**src/rtl/alu_exec_unit.sv**
```systemverilog
// rtl/alu_exec_unit.sv - rv32e execute stage: ALU decode, datapath, valid/ready handshake
// Define ALU_MEXT_EN to build the iterative multiply/divide unit for the M extension.
module alu_exec_unit #(
   parameter int XLEN    = 32,
   parameter int MUL_BPC = 1
) (
   input  logic            clk,
   input  logic            rst,
   input  logic            in_valid,
   output logic            in_ready,
   input  logic [1:0]      alu_op,
   input  logic [6:0]      opcode,
   input  logic [2:0]      funct3,
   input  logic [6:0]      funct7,
   input  logic [XLEN-1:0] op_a,
   input  logic [XLEN-1:0] op_b,
   output logic            out_valid,
   input  logic            out_ready,
   output logic [XLEN-1:0] result,
   output logic            zero,
   output logic            illegal
);
   localparam int SW = $clog2(XLEN);
   localparam logic [6:0] OPC_R   = 7'b0110011;
   localparam logic [6:0] OPC_LUI = 7'b0110111;

   typedef enum logic [1:0] {IDLE, BUSY, DONE} state_t;
   typedef enum logic [3:0] {
      OP_ADD, OP_SUB, OP_SLL, OP_SLT, OP_SLTU, OP_XOR, OP_SRL,
      OP_SRA, OP_OR, OP_AND, OP_COPYB, OP_ILL, OP_MEXT
   } op_t;

   state_t          state;
   op_t             op;
   logic            accept;
   logic [SW-1:0]   shamt;
   logic [XLEN-1:0] sc_res;
   logic            m_special;
   logic [XLEN-1:0] m_special_res;
   logic            m_last;
   logic [XLEN-1:0] m_final;

   assign in_ready = (state == IDLE) || (state == DONE && out_ready);
   assign accept   = in_valid && in_ready;
   assign shamt    = op_b[SW-1:0];

   always_comb begin
      op = OP_ADD;
      case (alu_op)
         2'b00: op = OP_ADD;
         2'b01: op = OP_SUB;
         2'b11: op = (opcode == OPC_LUI) ? OP_COPYB : OP_ADD;
         default: begin
            if (opcode == OPC_R && funct7 == 7'b0000001) begin
`ifdef ALU_MEXT_EN
               op = OP_MEXT;
`else
               op = OP_ILL;
`endif
            end else if (opcode == OPC_R && funct7 != 7'b0000000 && funct7 != 7'b0100000) begin
               op = OP_ILL;
            end else begin
               case (funct3)
                  3'b000: op = (funct7[5] && opcode == OPC_R) ? OP_SUB : OP_ADD;
                  3'b001: op = OP_SLL;
                  3'b010: op = OP_SLT;
                  3'b011: op = OP_SLTU;
                  3'b100: op = OP_XOR;
                  3'b101: op = funct7[5] ? OP_SRA : OP_SRL;
                  3'b110: op = OP_OR;
                  default: op = OP_AND;
               endcase
            end
         end
      endcase
   end

   always_comb begin
      sc_res = '0;
      case (op)
         OP_ADD:   sc_res = op_a + op_b;
         OP_SUB:   sc_res = op_a - op_b;
         OP_SLL:   sc_res = op_a << shamt;
         OP_SLT:   sc_res = {{(XLEN-1){1'b0}}, $signed(op_a) < $signed(op_b)};
         OP_SLTU:  sc_res = {{(XLEN-1){1'b0}}, op_a < op_b};
         OP_XOR:   sc_res = op_a ^ op_b;
         OP_SRL:   sc_res = op_a >> shamt;
         OP_SRA:   sc_res = XLEN'($signed(op_a) >>> shamt);
         OP_OR:    sc_res = op_a | op_b;
         OP_AND:   sc_res = op_a & op_b;
         OP_COPYB: sc_res = op_b;
         default:  sc_res = '0;
      endcase
   end

`ifdef ALU_MEXT_EN
   localparam logic [SW-1:0] MUL_LAST = SW'(XLEN / MUL_BPC - 1);
   localparam logic [SW-1:0] DIV_LAST = SW'(XLEN - 1);
   localparam logic [XLEN-1:0] SMIN   = {1'b1, {(XLEN-1){1'b0}}};

   logic              a_signed, b_signed, a_neg, b_neg;
   logic [XLEN-1:0]   a_mag, b_mag;
   logic [2:0]        m_f3;
   logic [SW-1:0]     m_cnt;
   logic              m_neg_q, m_neg_r;
   logic [2*XLEN-1:0] m_acc, m_mcand, acc_nx, prod;
   logic [XLEN-1:0]   m_mplier, m_dquo, m_drem, m_dvsr, quo_nx, rem_nx;
   logic [XLEN:0]     d_tmp, d_diff;

   // Both units work on magnitudes; the sign is re-applied to the final value.
   always_comb begin
      a_signed = (funct3 == 3'b001) || (funct3 == 3'b010) || (funct3 == 3'b100) || (funct3 == 3'b110);
      b_signed = (funct3 == 3'b001) || (funct3 == 3'b100) || (funct3 == 3'b110);
      a_neg    = a_signed && op_a[XLEN-1];
      b_neg    = b_signed && op_b[XLEN-1];
      a_mag    = a_neg ? -op_a : op_a;
      b_mag    = b_neg ? -op_b : op_b;
      m_special = funct3[2] && ((op_b == '0) || (b_signed && op_a == SMIN && op_b == '1));
      if (op_b == '0)
         m_special_res = funct3[1] ? op_a : '1;
      else
         m_special_res = funct3[1] ? '0 : op_a;
   end

   always_comb begin
      acc_nx = m_acc;
      for (int j = 0; j < MUL_BPC; j++)
         if (m_mplier[j]) acc_nx = acc_nx + (m_mcand << j);
      d_tmp  = {m_drem, m_dquo[XLEN-1]};
      d_diff = d_tmp - {1'b0, m_dvsr};
      if (d_tmp >= {1'b0, m_dvsr}) begin
         rem_nx = d_diff[XLEN-1:0];
         quo_nx = {m_dquo[XLEN-2:0], 1'b1};
      end else begin
         rem_nx = d_tmp[XLEN-1:0];
         quo_nx = {m_dquo[XLEN-2:0], 1'b0};
      end
      prod = m_neg_q ? -acc_nx : acc_nx;
      if (!m_f3[2])
         m_final = (m_f3[1:0] == 2'b00) ? prod[XLEN-1:0] : prod[2*XLEN-1:XLEN];
      else if (m_f3[1])
         m_final = m_neg_r ? -rem_nx : rem_nx;
      else
         m_final = m_neg_q ? -quo_nx : quo_nx;
      m_last = (m_cnt == (m_f3[2] ? DIV_LAST : MUL_LAST));
   end

   always_ff @(posedge clk or posedge rst) begin
      if (rst) begin
         m_f3 <= '0; m_cnt <= '0; m_neg_q <= 1'b0; m_neg_r <= 1'b0;
         m_acc <= '0; m_mcand <= '0; m_mplier <= '0;
         m_dquo <= '0; m_drem <= '0; m_dvsr <= '0;
      end else if (accept && op == OP_MEXT && !m_special) begin
         m_f3     <= funct3;
         m_cnt    <= '0;
         m_neg_q  <= a_neg ^ b_neg;
         m_neg_r  <= a_neg;
         m_acc    <= '0;
         m_mcand  <= {{XLEN{1'b0}}, a_mag};
         m_mplier <= b_mag;
         m_dquo   <= a_mag;
         m_drem   <= '0;
         m_dvsr   <= b_mag;
      end else if (state == BUSY) begin
         m_cnt    <= m_cnt + 1'b1;
         m_acc    <= acc_nx;
         m_mcand  <= m_mcand << MUL_BPC;
         m_mplier <= m_mplier >> MUL_BPC;
         m_dquo   <= quo_nx;
         m_drem   <= rem_nx;
      end
   end
`else
   assign m_special     = 1'b0;
   assign m_special_res = '0;
   assign m_last        = 1'b0;
   assign m_final       = '0;
`endif

   always_ff @(posedge clk or posedge rst) begin
      if (rst) begin
         state     <= IDLE;
         out_valid <= 1'b0;
         result    <= '0;
         zero      <= 1'b1;
         illegal   <= 1'b0;
      end else if (accept) begin
         if (op == OP_MEXT && !m_special) begin
            state     <= BUSY;
            out_valid <= 1'b0;
         end else begin
            state     <= DONE;
            out_valid <= 1'b1;
            result    <= (op == OP_MEXT) ? m_special_res : sc_res;
            zero      <= ((op == OP_MEXT) ? m_special_res : sc_res) == '0;
            illegal   <= (op == OP_ILL);
         end
      end else if (state == BUSY) begin
         if (m_last) begin
            state     <= DONE;
            out_valid <= 1'b1;
            result    <= m_final;
            zero      <= (m_final == '0);
            illegal   <= 1'b0;
         end
      end else if (state == DONE && out_ready) begin
         state     <= IDLE;
         out_valid <= 1'b0;
      end
   end
endmodule
```
**config.mk**
```make
export PLATFORM = sky130hd
export DESIGN_NAME = alu_exec_unit
export DESIGN_NICKNAME = d
export VERILOG_FILES = /design/src/rtl/alu_exec_unit.sv
export SDC_FILE = /design/constraint.sdc
export NUM_CORES = 1
export LEC_CHECK = 0
export CAP_MARGIN = 20
export CELL_PAD_IN_SITES_DETAIL_PLACEMENT = 0
export CELL_PAD_IN_SITES_GLOBAL_PLACEMENT = 1
export CORE_ASPECT_RATIO = 1.2
export CORE_MARGIN = 3
export CORE_UTILIZATION = 45
export CTS_CLUSTER_DIAMETER = 50
export CTS_CLUSTER_SIZE = 24
export DETAILED_ROUTE_END_ITERATION = 6
export PLACE_DENSITY_LB_ADDON = 0.1
export SYNTH_ARGS = -nofsm -noshare
export SYNTH_HDL_FRONTEND = slang
export SYNTH_SLANG_ARGS = --single-unit
```
**constraint.sdc**
```tcl
create_clock -name clk -period 5.7 [get_ports clk]
set_input_delay 1.14 -clock clk [delete_from_list [all_inputs] [get_ports clk]]
set_output_delay 1.14 -clock clk [all_outputs]
set_load 0.02 [all_outputs]
```
==> run metrics, run 1 <==
setup violators final=0; unrepaired setup endpoints after global routing=no; Slew @ Worst Pin=1180 ps; Cell Pwr Density=157 nW/um^2; Comb pwr share=73.4%; syn nets=1826; initial core utilization=45.8%; DIE AREA=28800 um^2; placed cell areas=14300 um^2; met2 GRT Util=67.2%; Sink Count=36; HP Start=state[0]; htree depth=2; initial antenna violation count=1; worst-case clock skew=6.53 ps; area added between synthesis and finish=20.1%; leakage power=6.02 nW; R2R Path End=zero; Flop pwr share=15.1%; Final Hold Fails=0; fmax=0.179 GHz; R2R Path Start=state[0]; post-cts repair resize count=0; Netlist cell types=102; port bufs=122; placed insts=2113; synth top area cells=ha_1 10%, mux4_2 9.3%, dfrtp_1 7.3%; non-filler instance count after layout=2123; Detailed Place HPWL=51500 um; Syn. warnings=0; crit share post-route=97.9%; worst path required time=5930 ps; Yosys top cell area share=10.1%; maximum number of pins on one net before global-route repair=78; MaxCap Viol Count=0; setup_tns=0 ps; Clock Power Share=11.5%; Power, Total=2.28 mW; Worst-Skew Late Latency=290 ps; average size of a mapped cell=7.35 um^2; grt met1 use=56.9%; via count=15200; Num CTS Buffers=5; Async SR Flop Fraction=100%; first-pass GRT wire length=93100 um; core area=26400 um^2; reg-to-reg slack, setup=2830 ps; Pint=1.15 mW; synthesized area=12100 um^2; Slew HR=20.5%; cells after synthesis=1640; post-route ant nets=0; total congestion overflow=0; met3 Resource Use GR=5.45%; critical path data arrival time=5800 ps; total track usage=42.7%; Die X-Extent=155 um; status=finished clean; DRT Wirelength=63900 um; synthesized flop and latch total=36; CTS tree=done; Placer Congestion=1.05; fin nets=1973; grt peak-use layer=met2; R2R depth=12; Switch Pwr=1.13 mW; Period minus WS final=5580 ps; Hold Crit Class=reg -> reg; sw frac=49.6%; Post-route DRC=0; layout cell share with drive strength beyond 1=16.6%; die span in y=185 um; VDD IR max=0.160 mV; post-layout instance area=14500 um^2; hold buffers post-CTS=0; area leader, netlist=ha_1; max-slew violations=0; Avg WL per Cell=30.1 um; initial DRC count=1913; vias in the first global route=14200; antenna cell count=0; CP Launch Type=primary input; post-CTS setup repair buffer count=0; hold path depth=0; predominant post-synthesis flop cell=dfrtp_1; IO Pins=123; Hold Path Sink=state[0]; sequential share of the synthesized area=7.48%; row count=65; Critical Path Fanout Max=9; via-per-instance ratio=7.15; clk root buf=clkbuf_16; First-pass DRT Iterations=6; WS Path Type=in -> reg; Max Buffers Root-to-Sink=2; Post-synth EDFFs=0; critical path endpoint category=register; Worst-path clk slew=50 ps
==> cells by family after synthesis <==
| family | count (synthesis) | share of synthesized area, % |
|---|---|---|
| and+or+nand+nor | 512 | 20.7 |
| muxes | 143 | 17.4 |
| DFF | 36 | 7.48 |
| adders and majority gates | 99 | 10.4 |
| buffers and inverters | 247 | 8.78 |
| AOI/OAI and AO/OA | 577 | 33.4 |
| xor gates and xnor gates | 26 | 1.89 |
==> worst max-delay path by stage <==
stage,start,to,slack (ps),depth (start not counted)
floorplan,op_b[4],zero,60,20
global placement,op_b[5],zero,-1010,16
detailed placement,op_a[21],zero,-190,15
CTS,op_b[5],zero,90,17
global route,op_a[21],zero,50,16
finish,op_a[21],zero,120,16
==> flip-flops by register name (all words and copies together), names as in the netlist <==
register / count
illegal: 1
zero: 1
out_valid: 1
state: 1
result: 32
==> critical path, stage by stage <==
cell and delay [ps]:
clkdlybuf4s50_1 730, inv_1 190, ha_1 480, or3_1 480, a21oi_1 190, a21bo_2 240, o211ai_1 410, a21oi_1 150
o311ai_0 410, buf_2 270, nand4_1 120, buf_4 180, nor4_1 200, and4_1 230, and4_1 210, a32o_1 160
==> cell usage after synthesis (8+ instances only) <==
library cell  number
a211o_1           14
xnor2_1           24
o21a_1            10
a21oi_1          133
ha_1              97
nand3_1           35
mux4_2            50
and3_1             9
o21bai_1          12
nand2_1          162
nor2b_1           13
nand2b_1          21
nor4_1            10
buf_4             10
mux2_2            32
inv_1             97
a211oi_1          26
dfrtp_1           35
and2_1            17
or3_1              9
a31oi_1           15
o311a_1            8
o22ai_1           28
o21ai_0           92
o31ai_1           17
buf_1             14
buf_2             39
clkbuf_1          78
o211ai_1          39
a21o_1            22
nor2_1           125
a2111oi_0          9
mux2i_1           60
nand4_1           21
a22oi_1           24
o2111ai_1         12
nor3_1            49
a221oi_1          17
a311oi_1          11
==> final cells by class <==
cell class,instances,area [um^2]
Fill cell,2594,11900
Inverter,100,375
Multi-Input combinational cell,1357,10100
Tap cell,335,419
Clock inverter,1,5.00
Clock buffer,7,133
Sequential cell,36,902
Timing Repair Buffer,287,2510
==> power groups by stage <==
| stage | clock, mW | combinational [mW] | sequential, mW |
|---|---|---|---|
| after floorplan | 0 | 0.856 | 0.421 |
| after global placement | 0 | 1.60 | 0.345 |
| after detailed placement | 0 | 1.61 | 0.350 |
| after CTS | 0.267 | 1.62 | 0.346 |
| after global routing | 0.271 | 1.76 | 0.352 |
| final | 0.261 | 1.67 | 0.345 |
==> metrics by stage <==
stage | utilization (%) | setup slack [ps] | hold WS [ps]
2_1_floorplan | - | 57.1 | 462
3_3_place_gp | 54.4 | -1010 | 398
3_5_place_dp | 54.4 | -186 | 408
4_1_cts | 54.9 | 92.5 | 418
5_1_grt | 55.0 | 53.6 | 441
6_report | 55.0 | 122 | 427
==> layer usage <==
layer / wire length, um / up-vias / part of all wire (%)
met2: 28300 / 1111 / 44
li1: - / 6529 / -
met3: 6750 / 242 / 11
met1: 24600 / 7306 / 38
met4: 4250 / 2 / 6.7
met5: 13 / - / 0.020
==> layout by cell type, fill, tap and decap left out, types with 7 or more instances in the layout <==
cell and count:
nor3_1 48, a211o_1 14, o311a_1 8, o221ai_1 7, mux2i_1 60, a221oi_1 17, a31oi_1 15, nand4_1 21
nor2b_1 13, buf_4 161, o22ai_1 28, nand3_1 35, nor2_1 125, inv_1 97, o2111ai_1 12, a21oi_1 132
mux2_2 32, and2_1 17, or4_1 7, o21a_1 10, o31ai_1 16, a21o_1 22, nand2b_1 21, nor4_1 10
a211oi_1 26, a22oi_1 24, mux4_2 50, a311oi_1 11, or3_1 9, a2111oi_0 9, clkdlybuf4s50_1 117, dfrtp_1 35
o21ai_0 92, o21bai_1 12, and3_1 9, xnor2_1 24, o211ai_1 39, nand2_1 162, ha_1 97
No activity file was read; power rests on OpenSTA's default activity.
==> run 2: changes to the inputs <==
Settings changed: SLEW_MARGIN set to 20.
==> run 2 against run 1 <==
Non-clock buffer count decreased by 1. Power increased by 0.81%. Register-to-register slack about the same. Global-route usage decreased by 0.14 points. Hold slack got worse by 3.8 ps. Design area increased by 0.12%. Routed wire length about the same. Sequential power about the same. Largest power group unchanged.
==> run metrics, run 2 (synthesis results as in run 1) <==
Slew HR=38.8%; Avg WL per Cell=30.1 um; Placer Congestion=1.05; vias in the first global route=14200; setup violators final=0; Worst Path Buf+Inv=3; status=finished clean; most common cell after layout, fill and taps aside=nand2_1; HP Start=state[0]; Worst-path clk slew=50 ps; clk root buf=clkbuf_16; layout cell share with drive strength beyond 1=16.7%; WS Path Type=in -> reg; IO Pins=123; crit share post-route=98.8%; DRT Wirelength=63900 um; fin nets=1972; core area=26400 um^2; CP startpoint=op_a[21]; crit-path cells=clkdlybuf4s50_1 > inv_1 > ha_1 > or3_1 > a21oi_1 > a21bo_2 > o211ai_1 > a21oi_1 > o311ai_2 > nand4_1 > buf_4 > nor4_1 > and4_1 > and4_1 > a32o_1; Num CTS Buffers=5; htree depth=2; Max Buffers Root-to-Sink=2; CP Launch Type=primary input; Die X-Extent=155 um; total track usage=42.5%; max-slew violations=0; Filler Cells Inserted=2586; Critical Path Fanout Max=9; critical path data arrival time=5860 ps; Post-route DRC=0; port bufs=122; unrepaired setup endpoints after global routing=no; critical path endpoint category=register; initial DRC count=2207; Detailed Place HPWL=51500 um; Setup WS post-layout=68.0 ps; CTS tree=done; die span in y=185 um; initial antenna violation count=3; VDD IR max=0.168 mV; MaxCap Viol Count=0; Slew @ Worst Pin=908 ps; R2R Path End=zero; post-route ant nets=0; Final Hold Fails=0; First-pass DRT Iterations=6; slowest CP cell=clkdlybuf4s50_1; hold path depth=0; via count=15200; maximum number of pins on one net before global-route repair=78; Final Util=55.0%; Hold Path Sink=state[0]; Worst-Skew Late Latency=280 ps; reg-to-reg slack, setup=2840 ps; max incr delay on CP=730 ps; total congestion overflow=0; Period minus WS final=5630 ps; first-pass GRT wire length=92900 um; Hold Crit Class=reg -> reg; Largest delay share family, worst path=compound AO/OA/AOI/OAI gates; row count=65; hold buffers post-CTS=0; worst path required time=5930 ps; leakage power=6.02 nW; worst-case clock skew=3.84 ps; Power, Total=2.29 mW; Most flops, register=result; Sink Count=36; via-per-instance ratio=7.16; fmax=0.178 GHz; most frequent cells in the layout=162 x nand2_1, 161 x buf_4, 132 x a21oi_1; Cell Pwr Density=158 nW/um^2; post-place setup slack=-585 ps; area added between synthesis and finish=20.2%; R2R Path Start=state[0]; DIE AREA=28800 um^2; R2R depth=12; Largest register FFs=32; initial core utilization=45.8%
[run 2: cell count changes in the layout (fill, tap and decap cells not counted), sizes merged]
| cell | before | now |
|---|---|---|
| buf | 170 | 169 |
| clkinv | 2 | 1 |
| clkinvlp | 0 | 1 |
| diode | 0 | 1 |
[run 2: where the power goes]
part	switching, mW	internal [mW]
clock network	0.0998	0.174
registers	0.0300	0.315
logic	1.01	0.670
[run 2: routing by layer]
metal	up-vias	part of all wire, %	GRT usage (%)
li1	6529	-	-
met3	246	11	6.08
met1	7234	38	56.3
met4	4	6.0	19.4
met2	1188	45	68.8
met5	-	0.045	0
[run 2: final cells by class]
type / instances / area, um^2 / area share, %
Clock inverter: 1 / 7.51 / 0.0518
Sequential cell: 36 / 902 / 6.22
Multi-Input combinational cell: 1357 / 10100 / 69.9
Timing Repair Buffer: 286 / 2510 / 17.3
Tap cell: 335 / 419 / 2.89
Inverter: 100 / 375 / 2.59
Antenna cell: 1 / 2.50 / 0.0173
Clock buffer: 7 / 143 / 0.984
[run 2: what timing repair did]
item,CTS,global route
gates resized for setup,1,0
setup buffers,0,2
endpoints found under the setup margin,1,1
pin swaps,0,1
[run 2: how the worst max path moves through the flow]
| stage | end | slack [ps] | cells past startpoint |
|---|---|---|---|
| 2_1_floorplan | zero | 60 | 20 |
| 3_3_place_gp | zero | -1010 | 16 |
| 3_5_place_dp | zero | -590 | 16 |
| 4_1_cts | zero | 10 | 16 |
| 5_1_grt | zero | 40 | 19 |
| 6_report | zero | 70 | 15 |
[run 2: through the flow]
| step | instance area, um^2 | setup TNS [ps] | hold slack [ps] | std cells |
|---|---|---|---|---|
| 2_1_floorplan | 12100 | 0 | 462 | 1640 |
| 3_3_place_gp | 14300 | -1580 | 398 | 2112 |
| 3_5_place_dp | 14300 | -702 | 408 | 2112 |
| 4_1_cts | 14500 | 0 | 418 | 2120 |
| 5_1_grt | 14500 | 0 | 442 | 2122 |
| 6_report | 14500 | 0 | 423 | 2123 |
==> run 3: changes to the inputs <==
==> constraint.sdc (replaced) <==
create_clock -name clk -period 5.7 [get_ports clk]
set_input_delay 0.855 -clock clk [delete_from_list [all_inputs] [get_ports clk]]
set_output_delay 0.855 -clock clk [all_outputs]
set_load 0.02 [all_outputs]
==> run 3 against run 2 <==
Critical path depth increased by 3. Global-route usage is 0.75 points lower. Critical endpoint unchanged. Highest routed layer unchanged. Largest power group unchanged. Sequential power hardly changed. Hold slack got worse by 9.9 ps. Critical path type unchanged. Count of clock-buffer cells in the layout down 1.
==> run metrics, run 3 (synthesis results as in run 1) <==
status=finished clean; Period minus WS final=5520 ps; Worst Path Buf+Inv=4; maximum number of pins on one net before global-route repair=89; fmax=0.181 GHz; hold path depth=0; port bufs=122; leakage power=5.71 nW; initial antenna violation count=3; R2R Path Start=state[0]; die span in y=185 um; layout cell share with drive strength beyond 1=13.8%; reg-to-reg slack, setup=2500 ps; crit share post-route=96.8%; FF/Latch Area=902 um^2; met3 routed wirelength=7290 um; Filler Cells Inserted=2680; non-filler instance count after layout=2059; htree depth=2; Detailed Place HPWL=49500 um; Post-route DRC=0; sw frac=50.1%; Sink Count=36; VDD IR max=0.156 mV; most frequent cells in the layout=162 x nand2_1, 132 x a21oi_1, 125 x nor2_1; area added between synthesis and finish=16.0%; Die X-Extent=155 um; critical path endpoint category=register; Hold Path Sink=state[0]; Comb pwr share=72.3%; via count=14900; Flop pwr share=15.4%; footprint of the multi-input gates=10200 um^2; CP Launch Type=primary input; Slew HR=13.5%; initial core utilization=45.8%; most common cell after layout, fill and taps aside=nand2_1; Most flops, register=result; slowest CP cell=clkdlybuf4s50_1; R2R Path End=zero; total track usage=41.8%; Setup WS post-layout=183 ps; Critical Path Fanout Max=6; row count=65; Hold Crit Class=reg -> reg; R2R depth=11; routed length on met1=23400 um; Cell Pwr Density=159 nW/um^2; total congestion overflow=0; Final Hold Fails=0; setup violators final=0; MaxCap Viol Count=0; Largest register FFs=32; DR top layer=met5; crit-path cells=clkdlybuf4s50_1 > inv_1 > ha_1 > fa_1 > o21bai_1 > a2111oi_2 > buf_4 > nor3_1 > nor3_1 > buf_4 > o211ai_1 > a21oi_1 > o311ai_2 > nand4_1 > nor4_1 > and4_1 > and4_1 > a32o_1; Power, Total=2.23 mW; core area=26400 um^2; worst-case clock skew=3.18 ps; hold slack=413 ps; CTS tree=done; Avg WL per Cell=30.3 um; Largest delay share family, worst path=compound AO/OA/AOI/OAI gates; Worst-path clk slew=50 ps; DRT Wirelength=62400 um; WL met2=27400 um; Num CTS Buffers=5; unrepaired setup endpoints after global routing=no; Placer Congestion=1.07; First-pass DRT Iterations=6; Max Buffers Root-to-Sink=2; HP Start=state[0]; placed insts=2050; Pint=1.11 mW; post-route ant nets=0; critical path data arrival time=5740 ps; post-CTS setup repair buffer count=0; DIE AREA=28800 um^2; IO Pins=123; hold buffers post-CTS=0; max-slew violations=0; clk root buf=clkbuf_16; vias in the first global route=13700; via-per-instance ratio=7.23; post-place setup slack=-487 ps; Clock Power Share=12.3%; fin nets=1908; Switch Pwr=1.12 mW; first-pass GRT wire length=91100 um; max incr delay on CP=580 ps; worst path required time=5930 ps; setup_tns=0 ps; WS Path Type=in -> reg; Slew @ Worst Pin=1280 ps; initial DRC count=2298; Worst-Skew Late Latency=280 ps
[run 3: stage by stage]
stage | utilization (%) | area (um^2)
CTS | 53.0 | 14000
finish | 53.1 | 14000
global route | 53.1 | 14000
detailed placement | 52.4 | 13800
global placement | 52.4 | 13800
floorplan | - | 12100
[run 3: final cells by class]
cell class | count | area share, %
Multi-Input combinational cell | 1357 | 72.6
Inverter | 100 | 2.68
Sequential cell | 36 | 6.45
Timing Repair Buffer | 222 | 14.2
Antenna cell | 1 | 0.0179
Tap cell | 335 | 3.00
Clock inverter | 2 | 0.0715
Clock buffer | 6 | 0.992
[run 3: metal layers]
layer,up-vias,global-route usage (%)
li1,6375,-
met1,7097,55.0
met2,1155,65.5
met3,256,7.06
met4,4,22.3
met5,-,0
[run 3: worst max path at each step]
stage / slack [ps] / startpoint / to / cells past startpoint
6_report: 180 / op_a[0] / zero / 18
5_1_grt: 20 / op_a[0] / zero / 18
4_1_cts: 100 / op_a[2] / zero / 17
3_5_place_dp: -490 / op_a[0] / zero / 18
3_3_place_gp: -520 / op_a[0] / zero / 18
2_1_floorplan: 340 / op_b[4] / zero / 20
[run 3: repair_timing]
action,CTS,global route
pin swaps,0,0
gates resized for setup,1,4
gates cloned,0,0
endpoints found under the setup margin,1,1
[run 3: worst register-to-register path, delay by kind of cell, from the launching register on]
family	cells	cell delay (ps)
simple gates	6	1750
buf+inv	1	160
flops	1	390
compound gates	4	830
[run 3: power by group through the flow]
stage / combinational, mW / clock [mW] / sequential, mW
CTS: 1.56 / 0.280 / 0.345
finish: 1.61 / 0.274 / 0.344
detailed placement: 1.55 / 0 / 0.349
global route: 1.70 / 0.287 / 0.351
global placement: 1.55 / 0 / 0.346
floorplan: 0.856 / 0 / 0.421
